`src/rtl/iccm_boot_pkg.sv`:
```
// Shared types and constants for the ICCM boot loader.
// Frame: sync, 16-bit word count, payload words, optional checksum.
package iccm_boot_pkg;

  typedef enum logic [2:0] {
    ST_IDLE,
    ST_LEN0,
    ST_LEN1,
    ST_DATA,
    ST_CKSUM,
    ST_DONE,
    ST_ERR
  } state_e;

  localparam logic [7:0] SYNC_BYTE_DEF = 8'hA5;
  localparam int LEN_W  = 16;
  localparam int BIDX_W = 2;

endpackage

```
`src/rtl/iccm_boot_loader_if.sv`:
```
// ICCM word-write port with req/gnt handshake.
// The master holds req, addr and wdata until the gnt cycle.
interface iccm_boot_loader_if #(
  parameter int AW = 12
);

  logic          req;
  logic          gnt;
  logic [AW-1:0] addr;
  logic [31:0]   wdata;

  modport master (
    output req,
    output addr,
    output wdata,
    input  gnt
  );

  modport slave (
    input  req,
    input  addr,
    input  wdata,
    output gnt
  );

endinterface

```
`src/rtl/iccm_boot_word_packer.sv`:
```
// Packs little-endian bytes into words and drives the ICCM write port.
// A completed word waiting on gnt plus a further full word is an overflow.
module iccm_boot_word_packer
  import iccm_boot_pkg::*;
#(
  parameter int AW = 12
) (
  input  logic              clk_i,
  input  logic              rst_ni,
  input  logic              clr_i,
  input  logic              feed_i,
  input  logic [7:0]        byte_i,
  output logic              word_o,
  output logic              ovf_o,
  output logic              pend_o,
  iccm_boot_loader_if.master mem
);

  logic [BIDX_W-1:0] idx_q, idx_d;
  logic [23:0]       asm_q, asm_d;
  logic [31:0]       hold_q, hold_d;
  logic [AW-1:0]     addr_q, addr_d;
  logic              req_q, req_d;
  logic              last;

  assign last   = feed_i && (idx_q == BIDX_W'(3));
  assign ovf_o  = last && req_q && !mem.gnt;
  assign word_o = last && !ovf_o;
  assign pend_o = req_q;

  assign mem.req   = req_q;
  assign mem.addr  = addr_q;
  assign mem.wdata = hold_q;

  always_comb begin
    idx_d  = idx_q;
    asm_d  = asm_q;
    hold_d = hold_q;
    addr_d = addr_q;
    req_d  = req_q;
    if (req_q && mem.gnt) begin
      req_d  = 1'b0;
      addr_d = addr_q + 1'b1;
    end
    if (feed_i) begin
      unique case (idx_q)
        2'd0: asm_d[7:0]   = byte_i;
        2'd1: asm_d[15:8]  = byte_i;
        2'd2: asm_d[23:16] = byte_i;
        default: begin
          if (!ovf_o) begin
            hold_d = {byte_i, asm_q};
            req_d  = 1'b1;
          end
        end
      endcase
      idx_d = idx_q + 1'b1;
    end
    if (clr_i) begin
      idx_d  = '0;
      asm_d  = '0;
      hold_d = '0;
      addr_d = '0;
      req_d  = 1'b0;
    end
  end

  always_ff @(posedge clk_i or negedge rst_ni) begin
    if (!rst_ni) begin
      idx_q  <= '0;
      asm_q  <= '0;
      hold_q <= '0;
      addr_q <= '0;
      req_q  <= 1'b0;
    end else begin
      idx_q  <= idx_d;
      asm_q  <= asm_d;
      hold_q <= hold_d;
      addr_q <= addr_d;
      req_q  <= req_d;
    end
  end

endmodule

```
`src/rtl/iccm_boot_loader.sv`:
```
// Framed ICCM program loader; releases core reset after a clean frame.
// ICCM_BOOT_CKSUM_EN adds a trailing mod-256 payload checksum byte.
module iccm_boot_loader
  import iccm_boot_pkg::*;
#(
  parameter int         AW             = 12,
  parameter int         TIMEOUT_CYCLES = 200000,
  parameter logic [7:0] SYNC_BYTE      = SYNC_BYTE_DEF
) (
  input  logic              clk_i,
  input  logic              rst_ni,
  input  logic              byte_valid_i,
  input  logic [7:0]        byte_i,
  iccm_boot_loader_if.master mem,
  output logic              core_rst_no,
  output logic              busy_o,
  output logic              done_o,
  output logic              err_o
);

  localparam int TW = $clog2(TIMEOUT_CYCLES + 1);
  localparam int unsigned MAXW = 1 << AW;

  state_e           state_q, state_d;
  logic [LEN_W-1:0] len_q, len_d;
  logic [LEN_W:0]   wcnt_q, wcnt_d;
  logic [TW-1:0]    timer_q, timer_d;
  logic [LEN_W:0]   len_ext, len_in;
  logic             feed, pk_word, pk_ovf, pk_pend, pk_clr;
  logic             tmo;
`ifdef ICCM_BOOT_CKSUM_EN
  logic [7:0]       cks_q, cks_d;
  logic             cks_ok_q, cks_ok_d;
`endif

  assign len_ext = {1'b0, len_q};
  assign len_in  = {1'b0, byte_i, len_q[7:0]};
  assign busy_o  = state_q inside {ST_LEN0, ST_LEN1, ST_DATA, ST_CKSUM};
  assign done_o  = (state_q == ST_DONE);
  assign err_o   = (state_q == ST_ERR);
  assign core_rst_no = done_o;

  // Bytes past the last payload word are never fed to the packer
  assign feed = byte_valid_i && (state_q == ST_DATA) && (wcnt_q != len_ext);
  assign tmo  = busy_o && !byte_valid_i
             && (timer_q == TW'(TIMEOUT_CYCLES - 1));

  iccm_boot_word_packer #(
    .AW(AW)
  ) u_packer (
    .clk_i (clk_i),
    .rst_ni(rst_ni),
    .clr_i (pk_clr),
    .feed_i(feed),
    .byte_i(byte_i),
    .word_o(pk_word),
    .ovf_o (pk_ovf),
    .pend_o(pk_pend),
    .mem   (mem)
  );

  always_comb begin
    state_d = state_q;
    len_d   = len_q;
    wcnt_d  = wcnt_q;
    pk_clr  = 1'b0;
    timer_d = (busy_o && !byte_valid_i) ? timer_q + 1'b1 : '0;
`ifdef ICCM_BOOT_CKSUM_EN
    cks_d    = cks_q;
    cks_ok_d = cks_ok_q;
    if (feed) cks_d = cks_q + byte_i;
`endif
    unique case (state_q)
      ST_IDLE, ST_ERR: begin
        if (byte_valid_i && byte_i == SYNC_BYTE) begin
          state_d = ST_LEN0;
          wcnt_d  = '0;
          pk_clr  = 1'b1;
`ifdef ICCM_BOOT_CKSUM_EN
          cks_d    = '0;
          cks_ok_d = 1'b0;
`endif
        end
      end
      ST_LEN0: begin
        if (byte_valid_i) begin
          len_d   = {len_q[15:8], byte_i};
          state_d = ST_LEN1;
        end
      end
      ST_LEN1: begin
        if (byte_valid_i) begin
          len_d = {byte_i, len_q[7:0]};
          if (len_in > (LEN_W+1)'(MAXW)) state_d = ST_ERR;
`ifdef ICCM_BOOT_CKSUM_EN
          else if (len_in == '0) state_d = ST_CKSUM;
`else
          else if (len_in == '0) state_d = ST_DONE;
`endif
          else state_d = ST_DATA;
        end
      end
      ST_DATA: begin
        if (pk_ovf) begin
          state_d = ST_ERR;
        end else if (pk_word) begin
          wcnt_d = wcnt_q + 1'b1;
`ifdef ICCM_BOOT_CKSUM_EN
          if (wcnt_q + 1'b1 == len_ext) state_d = ST_CKSUM;
`endif
        end
`ifndef ICCM_BOOT_CKSUM_EN
        else if (wcnt_q == len_ext && (!pk_pend || mem.gnt)) begin
          state_d = ST_DONE;
        end
`endif
      end
`ifdef ICCM_BOOT_CKSUM_EN
      ST_CKSUM: begin
        if (byte_valid_i && !cks_ok_q) begin
          if (byte_i != cks_q) state_d = ST_ERR;
          else cks_ok_d = 1'b1;
        end
        if (state_d != ST_ERR && cks_ok_d && (!pk_pend || mem.gnt)) begin
          state_d = ST_DONE;
        end
      end
`endif
      ST_DONE: state_d = ST_DONE;
      default: state_d = ST_IDLE;
    endcase
    if (tmo && state_d != ST_DONE) state_d = ST_ERR;
    if (state_d == ST_ERR && state_q != ST_ERR) pk_clr = 1'b1;
  end

  always_ff @(posedge clk_i or negedge rst_ni) begin
    if (!rst_ni) begin
      state_q <= ST_IDLE;
      len_q   <= '0;
      wcnt_q  <= '0;
      timer_q <= '0;
    end else begin
      state_q <= state_d;
      len_q   <= len_d;
      wcnt_q  <= wcnt_d;
      timer_q <= timer_d;
    end
  end

`ifdef ICCM_BOOT_CKSUM_EN
  always_ff @(posedge clk_i or negedge rst_ni) begin
    if (!rst_ni) begin
      cks_q    <= '0;
      cks_ok_q <= 1'b0;
    end else begin
      cks_q    <= cks_d;
      cks_ok_q <= cks_ok_d;
    end
  end
`endif

endmodule

```
`src/flat_wrapper.sv`:
```
// flat-port wrapper written by rule: the top's interface ports become plain ports
module iccm_boot_loader_flat import iccm_boot_pkg::*;
#(
  parameter int         AW             = 12,
  parameter int         TIMEOUT_CYCLES = 200000,
  parameter logic [7:0] SYNC_BYTE      = SYNC_BYTE_DEF
)
  (clk_i, rst_ni, byte_valid_i, byte_i, core_rst_no, busy_o, done_o, err_o, mem_req, mem_addr, mem_wdata, mem_gnt);
  iccm_boot_loader_if #(.AW(AW)) mem_i ();
  input  logic clk_i;
  input  logic rst_ni;
  input  logic byte_valid_i;
  input  logic [7:0] byte_i;
  output logic core_rst_no;
  output logic busy_o;
  output logic done_o;
  output logic err_o;
  output wire logic [$bits(mem_i.req)-1:0] mem_req;
  output wire logic [$bits(mem_i.addr)-1:0] mem_addr;
  output wire logic [$bits(mem_i.wdata)-1:0] mem_wdata;
  input wire logic [$bits(mem_i.gnt)-1:0] mem_gnt;
  assign mem_req = mem_i.req;
  assign mem_addr = mem_i.addr;
  assign mem_wdata = mem_i.wdata;
  assign mem_i.gnt = mem_gnt;
  iccm_boot_loader #(.AW(AW), .TIMEOUT_CYCLES(TIMEOUT_CYCLES), .SYNC_BYTE(SYNC_BYTE)) u_core (.clk_i(clk_i), .rst_ni(rst_ni), .byte_valid_i(byte_valid_i), .byte_i(byte_i), .mem(mem_i), .core_rst_no(core_rst_no), .busy_o(busy_o), .done_o(done_o), .err_o(err_o));
endmodule
```
`config.mk`:
```
export PLATFORM = sky130hd
export DESIGN_NAME = iccm_boot_loader_flat
export DESIGN_NICKNAME = d
export VERILOG_FILES = /design/src/rtl/iccm_boot_pkg.sv /design/src/rtl/iccm_boot_loader_if.sv /design/src/rtl/iccm_boot_word_packer.sv /design/src/rtl/iccm_boot_loader.sv /design/src/flat_wrapper.sv
export SDC_FILE = /design/constraint.sdc
export NUM_CORES = 1
export LEC_CHECK = 0
export CAP_MARGIN = 20
export CORE_MARGIN = 3
export CORE_UTILIZATION = 55
export CTS_CLUSTER_DIAMETER = 120
export DETAILED_ROUTE_END_ITERATION = 6
export HOLD_SLACK_MARGIN = 0.08
export PLACE_DENSITY = 0.78
export SLEW_MARGIN = 20
export SYNTH_ARGS = -nofsm -noshare
export SYNTH_HDL_FRONTEND = slang
export SYNTH_SLANG_ARGS = --single-unit
export TNS_END_PERCENT = 50
```
`constraint.sdc`:
```
create_clock -name clk_i -period 8.05 [get_ports clk_i]
set_input_delay 2.0125 -clock clk_i [delete_from_list [all_inputs] [get_ports clk_i]]
set_output_delay 2.0125 -clock clk_i [all_outputs]
set_load 0.01 [all_outputs]
```
==> impl_metrics.py <==
metrics = {
    "status": {
        "status": "finished, final reports clean",
    },
    "timing": {
        "fin_crit_sh_pct": 62.0,
        "slew_headroom_pct": 44.6,
        "postLayoutSetupSlackWorst_ps": 3060,
        "tightest_slew_ps": 825,
        "hold_violations": 0,
        "fin_tns_setup_ps": 0,
        "rsz0062_at_grt": "no",
        "fin_crit_ps": 4990,
        "maxSlewViolCount": 0,
        "holdWs_ps": 493,
        "clock_skew_ps": 7.23,
        "fmax_mhz": 200,
        "finalSetupViolations": 0,
    },
    "yosys": {
        "synth_cell_types": 50,
        "yosys.area.top_type_share_pct": 51.9,
        "synth-simple-area-share_pct": 17.4,
        "yosys.area.top_type": "dfrtp_1",
        "ys_dominant_reg_cell": "dfrtp_1",
        "synth_adder_area_share_pct": 1.45,
        "syn_nets": 581,
        "syn_inst": 562,
        "async_reset_ff_share_pct": 100,
        "synth_top_family_by_area": "simple AND/OR/NAND/NOR gates",
        "ys_seq_elements": 125,
        "synth.area.top_cells": "dfrtp_1 52%, mux2i_1 8.0%, nor2_1 6.4%, xor2_1 4.5%, xnor2_1 4.2%",
        "synth_edf_count": 0,
        "yosys.area_share.xor_xnor_pct": 8.71,
        "synth_compound_area_share_pct": 6.06,
        "syn-cell-area_um2": 6030,
        "syn_avg_cell_area_um2": 10.7,
        "synth-seq-area-share_pct": 51.9,
        "yosys_warnings": 0,
        "synthMuxAreaShare_pct": 11.1,
    },
    "clock_network": {
        "cts_made_buffers": 17,
        "clock_latency_ps": 520,
        "cts_buffer_depth": 2,
        "cts_hold_buf": 0,
        "cts_setup_buffers": 0,
        "cts_htree_levels": 4,
        "cts_resized": 0,
        "cts_tree": "yes",
        "cts_sinks": 125,
        "root_buffer": "clkbuf_8",
        "clkTransAtPathRegs_ps": 60,
    },
    "detailed_routing": {
        "drtIter0Drc": 375,
        "drc": 0,
        "via_count": 4318,
        "antenna_left": 0,
        "post_drt_wl_per_cell_um": 17.4,
        "wl_mm": 13.3,
        "dr.pass1.iters": 4,
        "via_per_inst": 5.66,
    },
    "global_route": {
        "grt_max_degree": 72,
        "grt_pass1_wl_mm": 22.4,
        "grt-ovfl-total": 0,
        "grt_pass1_vias": 4431,
        "grt_usage_pct": 22.8,
        "antenna_found_initial": 0,
    },
    "layout": {
        "area_growth_syn_to_layout_pct": 20.0,
        "fill_cells": 768,
        "multi_input_area_um2": 2720,
        "final_util_pct": 68.9,
        "nets": 633,
        "layout-drive-gt1-share_pct": 10.7,
        "diodes": 0,
        "seqCellArea_um2": 3130,
    },
    "pwr": {
        "worst_ir_drop_vdd_uv": 165,
        "static-leakage-power_nw": 3.25,
        "power_density_nw_per_um2": 226,
    },
    "place": {
        "io_buffers": 60,
        "place_hpwl_mm": 8.84,
        "gp_congestion": 0.900,
        "dp_slack_ps": 2550,
    },
    "worst_hold_path": {
        "worstHoldPathCells": 1,
        "min_path_type": "reg -> reg",
    },
    "die": {
        "ioPinCount": 61,
        "die_x_um": 111,
        "core_um2": 10500,
        "die_h_um": 111,
        "start_util_pct": 57.4,
        "die-area_um2": 12300,
        "core.rowCount": 37,
    },
    "setup_path": {
        "crit_chain": "clkdlybuf4s50_1 > or4_1 > o31ai_1 > a31oi_1 > a311oi_2 > a211oi_4 > o211ai_4 > buf_4 > nor2_1",
        "critPathLaunch": "byte_i[1]",
        "start_kind": "input port",
        "cp_max_fo": 71,
        "worstSetupPathType": "in -> reg",
        "rr_startpoint": "u_core.len_q[6]",
        "max_stage_delay_ps": 650,
        "crit_required_ps": 8420,
        "worst-r2r-cell-count": 8,
        "slowest_stage": "clkdlybuf4s50_1",
        "reg2reg_slack_ps": 4850,
        "worstPathArrival_ps": 5360,
        "cp-endpoint": "u_core.u_packer.asm_q[23]",
        "r2r_end": "u_core.u_packer.asm_q[23]",
        "crit_path_end_kind": "flop",
    },
    "flow_run": {
        "max-cap-violations": 0,
    },
}
-- flip-flops by register name, summed over array words and instances, names as in the netlist --
signal	count
u_core.timer_q	18
u_core.u_packer.idx_q	2
u_core.u_packer.asm_q	24
u_core.u_packer.mem.addr	12
u_core.len_q	16
u_core.wcnt_q	17
u_core.u_packer.mem.req	1
u_core.u_packer.mem.wdata	32
u_core.state_q	3
-- cell usage in the layout, fill, tap and decap left out, drive strengths merged, types with 2 or more instances in the layout --
cell,count
nand2b,4
nor4,2
o2111ai,2
clkinv,6
clkbuf,21
clkdlybuf4s50,59
nand3,30
a31oi,2
xor2,31
clkinvlp,3
buf,4
and3,18
dfrtp,125
ha,7
and2,8
o211ai,8
a21oi,16
bufinv,2
xnor2,29
or4,4
and4,5
o21ai,4
inv,8
mux2i,48
mux2,17
nand2,29
a311oi,2
nand4,7
a211oi,2
nor2b,6
nor2,103
-- layout make-up --
| type | count | share of cell area, % |
|---|---|---|
| Tap cell | 136 | 2.35 |
| Clock buffer | 21 | 6.34 |
| Timing Repair Buffer | 63 | 8.57 |
| Multi-Input combinational cell | 399 | 37.5 |
| Sequential cell | 125 | 43.2 |
| Inverter | 8 | 0.415 |
| Clock inverter | 11 | 1.61 |
-- power breakdown --
| group | total (mW) | switching, mW | internal, mW |
|---|---|---|---|
| sequential | 0.707 | 0.0394 | 0.668 |
| combinational | 0.194 | 0.109 | 0.0856 |
| clock | 0.732 | 0.270 | 0.462 |
| total | 1.63 | 0.418 | 1.22 |
-- layer usage --
layer | vias to the layer above | part of all wire, % | track usage (%)
li1 | 2024 | - | -
met1 | 2174 | 44 | 30.0
met2 | 104 | 49 | 36.9
met3 | 16 | 5.4 | 5.57
met4 | 0 | 1.3 | 8.21
met5 | - | 0 | 0
-- through the flow --
stage          std cells  total power, mW  area [um^2]
6_report             763             1.63         7240
2_1_floorplan        562            0.845         6030
4_1_cts              763             1.64         7240
3_3_place_gp         731            0.902         6660
5_1_grt              763             1.70         7240
3_5_place_dp         731            0.912         6660
-- synth_stat cells (5+ instances only) --
library cell,count
nor2b_1,6
nand2_1,29
buf_6,7
and2_1,8
xor2_1,31
mux2_2,17
xnor2_1,29
a21oi_2,9
nor2_1,103
dfrtp_1,125
clkbuf_1,15
nand3_1,30
buf_1,5
and4_1,5
o211ai_1,7
and3_1,18
inv_1,8
a21oi_1,7
ha_1,7
mux2i_1,48
nand4_1,7
-- critical path, delay by kind of cell --
| kind | cells | cell delay (ps) |
|---|---|---|
| AOI/OAI and AO/OA | 5 | 1250 |
| buffers and inverters | 2 | 1260 |
| and+or+nand+nor | 2 | 790 |
-- worst min-delay path by stage --
| stage | startpoint | end | slack [ps] |
|---|---|---|---|
| floorplan | u_core.timer_q[0] | u_core.timer_q[0] | 450 |
| global placement | u_core.timer_q[0] | u_core.timer_q[0] | 480 |
| detailed placement | u_core.timer_q[0] | u_core.timer_q[0] | 490 |
| CTS | u_core.timer_q[0] | u_core.timer_q[0] | 500 |
| global route | u_core.timer_q[0] | u_core.timer_q[0] | 530 |
| finish | u_core.timer_q[0] | u_core.timer_q[0] | 490 |
-- kinds of logic after synthesis --
group,count (synthesis)
flops,125
compound gates,45
fa+ha+maj,7
mux,65
buf+inv,38
xor+xnor,60
simple gates,222
Power figures use the tool's default switching activity.
